===== src/rtl/lcd_bus_sequencer.sv =====
// HD44780 character-LCD transfer engine behind a Nios II multi-cycle custom instruction.
// Runs the power-up delay and init sequence, then one timed byte write per start.
module lcd_bus_sequencer #(
  parameter int unsigned POWERUP_CYC    = 32'd750000,
  parameter int unsigned SETUP_CYC      = 32'd2,
  parameter int unsigned EN_CYC         = 32'd12,
  parameter int unsigned SHORT_WAIT_CYC = 32'd2000,
  parameter int unsigned LONG_WAIT_CYC  = 32'd82000
) (
  input  logic        clk,
  input  logic        reset,
  input  logic        clk_en,
  input  logic        start,
  input  logic [31:0] dataa,
  input  logic [31:0] datab,
  output logic [31:0] result,
  output logic        done,
  output logic        init_done,
  output logic        lcd_enable,
  output logic        lcd_rs,
  output logic        lcd_rw,
  output logic [7:0]  lcd_data
);

  localparam int unsigned MAX_A   = (POWERUP_CYC > LONG_WAIT_CYC) ? POWERUP_CYC : LONG_WAIT_CYC;
  localparam int unsigned MAX_B   = (SHORT_WAIT_CYC > EN_CYC) ? SHORT_WAIT_CYC : EN_CYC;
  localparam int unsigned MAX_C   = (MAX_B > SETUP_CYC) ? MAX_B : SETUP_CYC;
  localparam int unsigned MAX_CYC = (MAX_A > MAX_C) ? MAX_A : MAX_C;
  localparam int          CW      = $clog2(MAX_CYC + 32'd1);
  localparam logic [CW-1:0] CNT_ZERO = {CW{1'b0}};
  localparam logic [CW-1:0] CNT_ONE  = {{(CW-1){1'b0}}, 1'b1};

  typedef enum logic [2:0] {
    ST_PWRUP = 3'd0,
    ST_SETUP = 3'd1,
    ST_PULSE = 3'd2,
    ST_WAIT  = 3'd3,
    ST_IDLE  = 3'd4
  } state_t;

  function automatic logic [7:0] init_byte(input logic [1:0] idx);
    case (idx)
      2'd0:    init_byte = 8'h38;
      2'd1:    init_byte = 8'h0E;
      2'd2:    init_byte = 8'h06;
      default: init_byte = 8'h01;
    endcase
  endfunction

  state_t        r_state;
  logic [CW-1:0] r_cnt;
  logic [1:0]    r_init_idx;
  logic          r_init_done;
  logic          r_is_cpu;
  logic [8:0]    r_cur;
  logic          r_pend;
  logic [8:0]    r_pend_data;
  logic          r_en;
  logic          r_rs;
  logic [7:0]    r_data;
  logic          r_done;
  logic [7:0]    r_result;

  state_t        w_state_nxt;
  logic [CW-1:0] w_cnt_nxt;
  logic [1:0]    w_init_idx_nxt;
  logic          w_init_done_nxt;
  logic          w_is_cpu_nxt;
  logic [8:0]    w_cur_nxt;
  logic          w_pend_nxt;
  logic [8:0]    w_pend_data_nxt;
  logic          w_en_nxt;
  logic          w_rs_nxt;
  logic [7:0]    w_data_nxt;
  logic          w_done_nxt;
  logic [7:0]    w_result_nxt;
  logic [CW-1:0] w_len;
  logic          w_last;
  logic          w_long;
  logic          w_capture;
  logic          w_unused;

  // Clear and return-home are the only commands with the long execution time.
  assign w_long    = ~r_cur[8] && (r_cur[7:2] == 6'd0) && (r_cur[7:0] != 8'd0);
  assign w_capture = ~r_init_done && start && ~r_pend;
  assign w_last    = (r_cnt == (w_len - CNT_ONE));
  assign w_unused  = ^{datab, dataa[31:9]};

  // Duration of the current timed state.
  always_comb begin
    w_len = CNT_ONE;
    case (r_state)
      ST_PWRUP: w_len = CW'(POWERUP_CYC);
      ST_SETUP: w_len = CW'(SETUP_CYC);
      ST_PULSE: w_len = CW'(EN_CYC);
      ST_WAIT:  w_len = w_long ? CW'(LONG_WAIT_CYC) : CW'(SHORT_WAIT_CYC);
      default:  w_len = CNT_ONE;
    endcase
  end

  // Next-state logic and next values of every registered output.
  always_comb begin
    w_state_nxt     = r_state;
    w_cnt_nxt       = r_cnt + CNT_ONE;
    w_init_idx_nxt  = r_init_idx;
    w_init_done_nxt = r_init_done;
    w_is_cpu_nxt    = r_is_cpu;
    w_cur_nxt       = r_cur;
    w_pend_nxt      = r_pend | w_capture;
    w_pend_data_nxt = w_capture ? dataa[8:0] : r_pend_data;
    w_done_nxt      = 1'b0;
    w_result_nxt    = r_result;
    case (r_state)
      ST_PWRUP: begin
        if (w_last) begin
          w_state_nxt    = ST_SETUP;
          w_cnt_nxt      = CNT_ZERO;
          w_init_idx_nxt = 2'd0;
          w_is_cpu_nxt   = 1'b0;
          w_cur_nxt      = {1'b0, init_byte(2'd0)};
        end else begin
          w_state_nxt = ST_PWRUP;
        end
      end
      ST_SETUP: begin
        if (w_last) begin
          w_state_nxt = ST_PULSE;
          w_cnt_nxt   = CNT_ZERO;
        end else begin
          w_state_nxt = ST_SETUP;
        end
      end
      ST_PULSE: begin
        if (w_last) begin
          w_state_nxt = ST_WAIT;
          w_cnt_nxt   = CNT_ZERO;
        end else begin
          w_state_nxt = ST_PULSE;
        end
      end
      ST_WAIT: begin
        if (w_last) begin
          w_cnt_nxt = CNT_ZERO;
          if (r_is_cpu) begin
            w_state_nxt  = ST_IDLE;
            w_done_nxt   = 1'b1;
            w_result_nxt = r_cur[7:0];
          end else if (r_init_idx == 2'd3) begin
            w_state_nxt     = ST_IDLE;
            w_init_done_nxt = 1'b1;
          end else begin
            w_state_nxt    = ST_SETUP;
            w_init_idx_nxt = r_init_idx + 2'd1;
            w_cur_nxt      = {1'b0, init_byte(r_init_idx + 2'd1)};
          end
        end else begin
          w_state_nxt = ST_WAIT;
        end
      end
      ST_IDLE: begin
        w_cnt_nxt = CNT_ZERO;
        if (r_pend) begin
          w_state_nxt  = ST_SETUP;
          w_cur_nxt    = r_pend_data;
          w_pend_nxt   = 1'b0;
          w_is_cpu_nxt = 1'b1;
        end else if (start) begin
          w_state_nxt  = ST_SETUP;
          w_cur_nxt    = dataa[8:0];
          w_is_cpu_nxt = 1'b1;
        end else begin
          w_state_nxt = ST_IDLE;
        end
      end
      default: begin
        w_state_nxt = ST_PWRUP;
        w_cnt_nxt   = CNT_ZERO;
      end
    endcase

    w_en_nxt = (w_state_nxt == ST_PULSE);
    if ((w_state_nxt == ST_SETUP) || (w_state_nxt == ST_PULSE) || (w_state_nxt == ST_WAIT)) begin
      w_rs_nxt   = w_cur_nxt[8];
      w_data_nxt = w_cur_nxt[7:0];
    end else begin
      w_rs_nxt   = r_rs;
      w_data_nxt = r_data;
    end
  end

  // State register; clk_en low freezes everything, reset aborts any transfer.
  always_ff @(posedge clk) begin
    if (reset) begin
      r_state     <= ST_PWRUP;
      r_cnt       <= CNT_ZERO;
      r_init_idx  <= 2'd0;
      r_init_done <= 1'b0;
      r_is_cpu    <= 1'b0;
      r_cur       <= 9'd0;
      r_pend      <= 1'b0;
      r_pend_data <= 9'd0;
      r_en        <= 1'b0;
      r_rs        <= 1'b0;
      r_data      <= 8'h00;
      r_done      <= 1'b0;
      r_result    <= 8'h00;
    end else if (clk_en) begin
      r_state     <= w_state_nxt;
      r_cnt       <= w_cnt_nxt;
      r_init_idx  <= w_init_idx_nxt;
      r_init_done <= w_init_done_nxt;
      r_is_cpu    <= w_is_cpu_nxt;
      r_cur       <= w_cur_nxt;
      r_pend      <= w_pend_nxt;
      r_pend_data <= w_pend_data_nxt;
      r_en        <= w_en_nxt;
      r_rs        <= w_rs_nxt;
      r_data      <= w_data_nxt;
      r_done      <= w_done_nxt;
      r_result    <= w_result_nxt;
    end
  end

  assign lcd_enable = r_en;
  assign lcd_rs     = r_rs;
  assign lcd_rw     = 1'b0;
  assign lcd_data   = r_data;
  assign done       = r_done;
  assign init_done  = r_init_done;
  assign result     = {24'h000000, r_result};

endmodule


===== config.mk =====
export PLATFORM = sky130hd
export DESIGN_NAME = lcd_bus_sequencer
export DESIGN_NICKNAME = d
export VERILOG_FILES = /design/src/rtl/lcd_bus_sequencer.sv
export SDC_FILE = /design/constraint.sdc
export NUM_CORES = 1
export LEC_CHECK = 0
export BUFFER_PORTS_ARGS = -buffer_cell sky130_fd_sc_hd__buf_2
export CAP_MARGIN = 25
export CORE_MARGIN = 2
export CORE_UTILIZATION = 40
export CTS_CLUSTER_SIZE = 20
export DETAILED_ROUTE_END_ITERATION = 10
export PLACE_DENSITY = 0.65
export SLEW_MARGIN = 20
export SYNTH_ARGS = -nofsm -noshare
export SYNTH_HDL_FRONTEND = slang
export SYNTH_SLANG_ARGS = --single-unit

===== constraint.sdc =====
create_clock -name clk -period 3.6 [get_ports clk]
set_clock_uncertainty 0.05 [all_clocks]
set_input_delay 0.18 -clock clk [delete_from_list [all_inputs] [get_ports clk]]
set_output_delay 0.18 -clock clk [all_outputs]
set_load 0.005 [all_outputs]

* Word-level counts from Yosys, hierarchy flattened
Index checks and enable logic that the tools add are counted.
Storage, ports and cells: input port bits 68, word-level logic and storage cells 91, output and inout port bits 45, bits in registers 65
Operators by class: eq/ne operators 16, bitwise gates (word level) 5, reduce and logical (&&, ||, !) cells 19, multiplexer cells 35, add/subtract/negate cells 3
Operator list (number):
- case mux 20 bit (4 select lines) | 1
- 2-to-1 mux 9 bit | 6
- 2-to-1 mux 20 bit | 2
- case mux 9 bit (3 select lines) | 1
- adder 20 x 1 -> 20 bit, second input constant | 1
- equality test 20 bit | 1
- subtractor 20 x 1 -> 20 bit, second input constant | 1
- case mux 6 bit (3 select lines) | 1
- 2-to-1 mux 17 bit | 1
- 2-to-1 mux 3 bit | 5
- case mux 3 bit (5 select lines) | 1
- equality test 3 x 2 -> 1 bit, second input constant | 4
- 2-to-1 mux 1 bit | 10
- 2-to-1 mux 2 bit | 5
- inequality test 2 bit, second input constant | 4
- AND reduction 4 bit | 2
- nonzero test 8 bit | 1
- equality test 3 x 1 -> 1 bit, second input constant | 2
- logical NOT 6 bit | 1
- AND reduction 6 bit | 1
- AND reduction 5 bit | 1
- equality test 2 bit, second input constant | 2
- logical AND 1 bit | 4
- inverter 1 bit | 4
- 13 further kinds | 16

* Depth between registers and ports, before layout
Gate-level depths: netlist of run 1.
word-level depth 13, depth in mapped cells 13, mapped depth without buffers 10

* Worst setup path after synthesis of run 1
Ideal clock, no wire load.
path kind reg-to-reg, start register r_state[2], end register r_cur[3], cell stages (with the launch flop) 12, clock period less this slack 3042 ps, buffers on the path 3, data arrival time 2845 ps, required time 3403 ps, setup slack 558 ps, setup time 147 ps, path through dfxtp_1 buf_2 buf_1 nor2_1 ha_1 xnor2_1 nor3_1 and2_1 o2111ai_2 buf_2 o41ai_1 a2111oi_2
Between the ends: cells in the longest elaborated chain, start to end 6, elaborated cells between the ends (all ways) 11, classes of those cells add/sub (1); eq/ne (5); mux (4); reduce/logical (1)
Ends and longest elaborated chain:
- start, declared | RTL line 50 | state_t r_state;
- start signal, assigned | RTL line 208 | r_state <= w_state_nxt;
- equality test 3 x 2 -> 1 bit (tied with other cells) | RTL line 92, 113
- case mux 20 bit (4 select lines) | RTL line 92 | case (r_state)
- subtractor 20 x 1 -> 20 bit | RTL line 86 | assign w_last = (r_cnt == (w_len - CNT_ONE));
- equality test 20 bit | RTL line 86
- 2-to-1 mux 9 bit, on equally long branches | RTL line 142, 115
- case mux 9 bit (3 select lines) * | RTL line 113 | case (r_state)
- end signal, assigned | RTL line 213 | r_cur <= w_cur_nxt;
- end, declared | RTL line 55 | logic [8:0] r_cur;
Mark *: on every way between the ends. The rest lies on a longest branch, timed or not. A chain may end at the register's enable or synchronous reset.

* Worst setup path after layout of run 1
start register r_state[2], end register r_data[1] (netlist: lcd_data[1])
Between the ends: cells in the longest elaborated chain, start to end 10, elaborated cells between the ends (all ways) 22, classes of those cells add/sub (1); eq/ne (8); mux (9); reduce/logical (4)
Ends and longest elaborated chain:
- equality test 3 x 2 -> 1 bit (tied with other cells) | RTL line 92, 113
- case mux 20 bit (4 select lines) | RTL line 92
- subtractor 20 x 1 -> 20 bit | RTL line 86
- equality test 20 bit | RTL line 86
- 2-to-1 mux 3 bit (tied with other cells) | RTL line 142 | if (w_last) begin
- case mux 3 bit (5 select lines) | RTL line 113
- equality test 3 x 1 -> 1 bit or equality test 3 x 2 -> 1 bit (tied branches) | RTL line 182 | if ((w_state_nxt == ST_SETUP) || (w_state_nxt == ST_PULSE) || (w_state_nxt == ST_WAIT)) begin
- logical OR 1 bit (2 in a row) | RTL line 182
- AND reduction 2 bit (no source line)
- end signal, assigned | RTL line 218 | r_data <= w_data_nxt;
- end, declared | RTL line 60 | logic [7:0] r_data;
Parallel ways exist; a longest one is shown, timed or not.

==> metrics.cfg, run 1 <==
[critical_path]
startpoint = r_state[2]$_SDFFE_PP0P_
critPathRequiredTime_ps = 3820
cp-end-kind = flop
crit_slowest_cell = nor4_2
critPathKind = flop to flop
cp.arrival_ps = 3530
reg2reg_slack_ps = 290
timing.rr.end = lcd_data[1]$_SDFFE_PP0P_
reg2reg_from = r_state[2]$_SDFFE_PP0P_
path_max_fanout = 14
start_kind = flop
critPathMaxStageDelay_ps = 550
cp_cell_sequence = buf_4 -> nor3_4 -> a21boi_1 -> nor4_1 -> o2111ai_4 -> nor4_2 -> nor2_1 -> a311oi_1
worstRegToRegCells = 8

[yosys]
synth-simple-area-share_pct = 24.51
synth_cell_types = 72
synth_area_leader_cell = dfxtp_1
async_reset_ff_share_pct = 0
yosys_register_bits = 65
avgSynthCellArea_um2 = 8.189
synth-compound-area-share_pct = 26.65
synth_common_cells = 65 x dfxtp_1, 61 x nor2_1, 43 x a21oi_1
synthAdderAreaFrac_pct = 1.504
yosys_most_used_dff = dfxtp_1
synth_xor_area_share_pct = 1.263
synth_area_um2 = 4160
syn-instance-count = 508
yosysWarnings = 0
synth_top_area_share_pct = 31.28
synthMostInstantiatedCell = dfxtp_1
synth_edf_count = 0
muxShareOfSynthArea_pct = 6.105
ys_top_cells_by_area = dfxtp_1 31%, nor2_1 5.5%, mux2i_1 5.3%, a21oi_1 5.2%, buf_4 5.1%
seq_area_frac_synth_pct = 31.28
synth_top_family_by_area = compound AO/OA/AOI/OAI gates

[finish]
syn2layout_area_growth_pct = 10.56
n_antenna_cell = 0
fin_cells = 676
finish.instance_area_um2 = 4599
drive_above_1_share_pct = 17.41
finalNetCount = 608
final_util_pct = 44.96

[floorplan]
initial_core_util_pct = 40.66
die_w_um = 106.0
die-area_um2 = 11230
core_um2 = 10230
dieHeight_um = 106.0
placementRows = 37
pin_count = 113

[routing]
routed-via-count = 3869
dr.pass1.iters = 6
viasPerCell = 5.723
drt-total-wl_mm = 10.74
wl_per_cell_um = 15.89
ant_nets = 0
drt_iter0_markers = 356
drc = 0

[pwr]
switchingPower_mw = 0.4476
seqPwrFrac_pct = 47.7
p_per_area_nw_per_um2 = 340.3
clkPwrFrac_pct = 41.6
power.leakage_nw = 1.756
irDropWorstVdd_uv = 276.5
p_int_mw = 1.118
finalPower_mw = 1.565
pwr-share-comb_pct = 10.7
p_sw_share_pct = 28.59

[timing]
rsz0062_at_grt = false
hold_slack_ps = 15.27
max-slew-margin-rel_pct = 58.20
fmax_mhz = 302.5
slew_viol_final = 0
hold_viol_final = 0
setup_viol = 0
fin_crit_ps = 3306
finalSetupTns_ps = 0
min_period_over_period_pct = 91.84
final.setup.worst_slack_ps = 293.9
tightest_slew_ps = 621.2

[global_routing]
track_usage_pct = 19.86
grt_antenna_before_repair = 0
grt_max_degree = 45
overflow = 0
grt_pass1_wl_mm = 17.99
grt_pass1_vias = 3591

[status]
status = finished clean

[min_path]
min_path_cells = 3
min_from = dataa[3]
worst_hold_path.endpoint = r_pend_data[3]$_SDFFE_PP0P_
hold_path.class = input pin to flop

[clocking]
cts_max_level = 3
clkTransAtPathRegs_ps = 90
clock_path_buffers = 2
numClockSinks = 65
clkLatencyLatePin_ps = 360
cts-buffers-inserted = 9
clockRootBuffer = clkbuf_8
cts_tree = built

[place]
routabilityCongestion = 0.8688
dpl.hpwl_mm = 7.595
place_ws_ps = 296.1
numPlacedInstances = 657
dpl_cell_area_um2 = 4354
io_buffers = 32

[flow_run]
drv_cap = 0

==> repair_timing <==
item,4_1_cts,5_1_grt
setup endpoints to repair,0,1
gates resized for setup,0,2
buffers inserted,0,0
hold buffers,2,0
hold endpoints to repair,2,0
==> registers in the layout (all words and copies together), names as in the netlist <==
name and count:
r_cur 9, lcd_enable 1, r_pend_data 9, r_is_cpu 1, done 1, init_done 1
lcd_rs 1, r_cnt 20, r_result 8, r_init_idx 2, lcd_data 8, r_pend 1
r_state 3
==> kinds of logic (layout without fill, tap and decap cells) <==
group	Yosys count	after routing
and+or+nand+nor	195	195
AOI/OAI and AO/OA	147	147
DFF	65	65
buffers and inverters	64	72
muxes	25	25
xor gates and xnor gates	6	6
adders and majority gates	5	5
other	1	25
==> worst max-delay path, delay by kind of cell, from the launching register on <==
kind / cells / cell delay [ps]
simple gates: 4 / 1650
compound gates: 3 / 800
flops: 1 / 440
buf+inv: 1 / 260
==> worst max path at each step <==
stage	depth (start not counted)	slack, ps	end
2_1_floorplan	11	560	r_cur[3]$_SDFFE_PP0P_
3_3_place_gp	8	370	lcd_data[3]$_SDFFE_PP0P_
3_5_place_dp	8	300	lcd_data[3]$_SDFFE_PP0P_
4_1_cts	8	250	lcd_data[3]$_SDFFE_PP0P_
5_1_grt	9	70	r_cur[3]$_SDFFE_PP0P_
6_report	8	290	lcd_data[1]$_SDFFE_PP0P_
==> placed cells by master, fill, tap and decap left out, types with 3 or more instances in the layout <==
cell type | Yosys | routed
mux2_2 | 3 | 3
nand2_1 | 41 | 41
nor4_1 | 5 | 5
a21o_1 | 3 | 3
or3_1 | 9 | 9
xnor2_1 | 5 | 5
buf_2 | 4 | 33
inv_1 | 7 | 7
conb_1 | 1 | 25
ha_1 | 5 | 5
mux2i_1 | 22 | 22
nor2b_1 | 6 | 6
a211oi_1 | 6 | 6
a32o_1 | 14 | 14
clkbuf_8 | 0 | 9
a31oi_1 | 5 | 5
nand3_1 | 10 | 10
nand3b_1 | 3 | 3
nand4_1 | 6 | 6
a21oi_1 | 43 | 43
nor3b_1 | 8 | 8
or2_2 | 3 | 3
a311oi_1 | 6 | 6
nor3_1 | 12 | 12
nor2_1 | 61 | 61
o211ai_1 | 10 | 10
o21ai_0 | 23 | 23
buf_4 | 28 | 14
and2_1 | 9 | 9
and3_1 | 8 | 8
o31ai_1 | 4 | 4
dfxtp_1 | 65 | 65
==> power by group through the flow <==
stage	sequential [mW]	clock, mW	combinational, mW
6_report	0.747	0.651	0.168
5_1_grt	0.749	0.694	0.187
4_1_cts	0.747	0.661	0.164
3_5_place_dp	0.764	0	0.162
3_3_place_gp	0.763	0	0.159
2_1_floorplan	0.757	0	0.144
==> area by class of cell <==
class	instances	area, um^2
clock buffer	9	123.9
clock inverter	7	77.57
fill	1029	5632
inverter	7	26.28
multi-input combinational	403	2610
sequential	65	1301
tap	136	170.2
timing repair buffer	49	290.3
==> per-layer routing <==
layer / GRT usage (%) / wire length, um
met1: 27.12 / 5039
met2: 29.26 / 4828
met3: 4.844 / 580
met4: 9.586 / 294
met5: 0 / 0
No activity file was read; power rests on OpenSTA's default activity.
==> run 2: changes to the inputs <==
--- a/config.mk
+++ b/config.mk
@@ -5,6 +5,7 @@
 export SDC_FILE = /design/constraint.sdc
 export NUM_CORES = 1
 export LEC_CHECK = 0
+export ABC_AREA = 1
 export BUFFER_PORTS_ARGS = -buffer_cell sky130_fd_sc_hd__buf_2
 export CAP_MARGIN = 25
 export CORE_MARGIN = 2
@@ -16,3 +17,4 @@
 export SYNTH_ARGS = -nofsm -noshare
 export SYNTH_HDL_FRONTEND = slang
 export SYNTH_SLANG_ARGS = --single-unit
+export TNS_END_PERCENT = 100
==> run 2 against run 1 <==
  * Sequential share of layout area rose by 1.3 points
  * Area after synthesis fell by 2.6%
  * Clock power decreased by 1%
  * Synthesized cell count rose by 25%
  * Maximum frequency rose by 6.2%
  * Via count is 1.6% higher
  * Die area shrank 2.5%
  * Register-to-register slack improved by 190 ps
  * Sequential power increased by 2%
  * Combinational power up 28%
  * Largest cell class unchanged
  * Highest routed layer unchanged
==> metrics.cfg, run 2 <==
[status]
status = finished clean

[global_routing]
track_usage_pct = 18.18  ; -1.7 points
use_met3_pct = 3.930  ; -0.91 points
grt_pass1_vias = 3600  ; +0.25%
grt_max_degree = 36  ; -20%
use_met2_pct = 32.17  ; +2.9 points
grtUsageMet1_pct = 22.03  ; -5.1 points
grt_pass1_wl_mm = 16.39  ; -8.9%
grt_antenna_before_repair = 0  ; unchanged
overflow = 0  ; unchanged
grt_busiest_layer = met2

[finish]
finalNetCount = 733  ; +21%
syn2layout_area_growth_pct = 8.552
fin_cells = 798  ; +18%
regMostFlops = r_cnt
n_antenna_cell = 0  ; unchanged
drive_above_1_share_pct = 11.28  ; -6.1 points
reg_top3 = r_cnt (20), r_cur (9), r_pend_data (9)
largest_reg_flops = 20  ; unchanged
layout_common_cells = 157 x nand2_1, 81 x inv_1, 65 x nor2_1, 65 x dfxtp_1, 58 x a21oi_1
final_common_cell = nand2_1

[timing]
tightest_slew_ps = 865.6  ; +244.3 ps
slew_viol_final = 0  ; unchanged
min_period_over_period_pct = 86.50  ; -5.3 points
setup_viol = 0  ; unchanged
max-slew-margin-rel_pct = 42.23  ; -16 points
fin_crit_ps = 3114  ; -192.2 ps
finalSetupTns_ps = 0  ; unchanged
fmax_mhz = 321.1  ; +6.2%
rsz0062_at_grt = false
hold_viol_final = 0  ; unchanged

[pwr]
p_per_area_nw_per_um2 = 368.3  ; +8.2%
irDropWorstVdd_uv = 180.1  ; -35%
power.leakage_nw = 2.022  ; +15%

[routing]
viasPerCell = 4.924  ; -14%
wl_per_cell_um = 12.51  ; -21%
routed-via-count = 3929  ; +1.6%
dr.pass1.iters = 8  ; +2
drt-total-wl_mm = 9.979  ; -7.1%
drc = 0  ; unchanged
drt_iter0_markers = 259  ; -27%
ant_nets = 0  ; unchanged

[floorplan]
core_um2 = 9819  ; -4.0%
pin_count = 113  ; unchanged
dieHeight_um = 104.7  ; -1.3%
initial_core_util_pct = 41.27  ; +0.61 points
die-area_um2 = 10950  ; -2.5%
placementRows = 36  ; -2.7%
die_w_um = 104.7  ; -1.3%

[clocking]
clkTransAtPathRegs_ps = 90  ; about the same
cts_resized = 0  ; unchanged
numClockSinks = 65  ; unchanged
clockRootBuffer = clkbuf_8
cts_max_level = 3  ; unchanged
ctsHoldBuffers = 0  ; -2
clkLatencyLatePin_ps = 360  ; about the same
cts_tree = built
postCtsSetupRepairBufs = 0  ; unchanged
cts-buffers-inserted = 9  ; unchanged
clock_path_buffers = 2  ; unchanged

[yosys]
synth_edf_count = 0  ; unchanged
synth_area_um2 = 4053  ; -2.6%
synth_area_leader_cell = dfxtp_1
yosysWarnings = 0  ; unchanged
yosys_most_used_dff = dfxtp_1
yosys_register_bits = 65  ; unchanged
seq_area_frac_synth_pct = 32.11  ; +0.83 points
syn-instance-count = 635  ; +25%
ys_top_cells_by_area = dfxtp_1 32%, nand2_1 15%, inv_1 7.5%, a21oi_1 7.2%, nor2_1 6.0%
synth_cell_types = 37  ; -49%
avgSynthCellArea_um2 = 6.382  ; -22%
async_reset_ff_share_pct = 0  ; unchanged
synthMostInstantiatedCell = nand2_1
synth_common_cells = 157 x nand2_1, 81 x inv_1, 65 x dfxtp_1, 65 x nor2_1, 58 x a21oi_1
synth_top_area_share_pct = 32.11  ; +0.83 points

[min_path]
worst_hold_path.endpoint = r_pend_data[0]$_SDFFE_PP0P_
min_path_cells = 3  ; unchanged
hold_path.class = input pin to flop
min_from = dataa[0]

[critical_path]
cp.arrival_ps = 3290  ; -240 ps
reg2reg_slack_ps = 490  ; +190 ps
reg2reg_from = r_state[0]$_SDFFE_PP0P_
path_max_fanout = 17  ; +3
worstRegToRegCells = 18  ; +10
cp-end-kind = flop
start_kind = flop
critPathRequiredTime_ps = 3780  ; -40 ps
timing.rr.end = r_result[1]$_SDFFE_PP0P_
critPathKind = flop to flop

[place]
io_buffers = 32  ; unchanged
dpl.hpwl_mm = 7.284  ; -4.1%
numPlacedInstances = 782  ; +19%
routabilityCongestion = 0.8649  ; -0.45%

[flow_run]
drv_cap = 0  ; unchanged

-- run 2: power breakdown --
| part | switching, mW | internal [mW] |
|---|---|---|
| clock | 0.317 | 0.325 |
| sequential | 0.0197 | 0.742 |
| combinational | 0.149 | 0.0662 |
| total | 0.486 | 1.13 |
-- run 2: area by class of cell --
type                       count  area [um^2]
tap                          133        166.4
timing repair buffer          35        182.7
multi-input combinational    461         2216
sequential                    65         1301
clock buffer                   9        123.9
fill                        1074         5420
clock inverter                 7        77.57
inverter                      88        331.6
-- run 2: worst max path at each step --
stage / to / startpoint / cells after the start / slack, ps
2_1_floorplan: r_result[7]$_SDFFE_PP0P_ / r_state[1]$_SDFFE_PP0P_ / 20 / 1090
3_3_place_gp: r_result[1]$_SDFFE_PP0P_ / r_state[0]$_SDFFE_PP0P_ / 18 / 530
3_5_place_dp: r_result[1]$_SDFFE_PP0P_ / r_state[0]$_SDFFE_PP0P_ / 18 / 490
4_1_cts: r_result[1]$_SDFFE_PP0P_ / r_state[0]$_SDFFE_PP0P_ / 18 / 490
5_1_grt: lcd_data[4]$_SDFFE_PP0P_ / r_state[0]$_SDFFE_PP0P_ / 21 / 110
6_report: r_result[1]$_SDFFE_PP0P_ / r_state[0]$_SDFFE_PP0P_ / 18 / 490
-- run 2: logic make-up (layout without fill, tap and decap cells) --
group | after synthesis | after routing | synth area share [%]
AND/OR/NAND/NOR | 307 | 307 | 33.44
buffers and inverters | 133 | 139 | 15.44
AO/OA/AOI/OAI | 113 | 113 | 15.00
flip-flops | 65 | 65 | 32.11
XOR/XNOR | 11 | 11 | 2.377
adder cells (fa/ha/maj) | 5 | 5 | 1.544
other | 1 | 25 | 0.09253
-- run 2: metrics by stage --
step                      setup WS, ps  instance area (um^2)  hold WS (ps)  total power, mW  util [%]
final                            486.1                  4399         73.59            1.620     44.80
after global routing             109.5                  4399         92.70            1.692     44.80
after CTS                        490.8                  4399         61.91            1.634     44.80
after detailed placement         485.1                  4198         385.0           0.9908     42.75
after global placement           532.0                  4198         379.4           0.9873     42.75
after floorplan                   1088                  4143         323.3           0.9504         -
-- run 2: layer usage --
| layer | part of all wire (%) | vias to the layer above | wire length [um] |
|---|---|---|---|
| li1 | - | 2034 | - |
| met1 | 46 | 1788 | 4562 |
| met2 | 48 | 100 | 4743 |
| met3 | 5.8 | 7 | 581 |
| met4 | 0.91 | 0 | 91 |
| met5 | 0 | - | 0 |
-- run 2: worst max-delay path, stage by stage, from the launching register on --
cell     delay, ps
dfxtp_1        530
nand2_1        130
nand2_1        120
inv_1           60
ha_1           290
inv_1           60
nand2_1         40
nand2_1         60
nand2_1         60
nor2_1         150
nand2_1         70
nor2_1         120
nand3_2        110
nor2_4         200
nand2_4        110
nor2_2         150
nand2_1        350
o21ai_0        280
a21oi_1         60
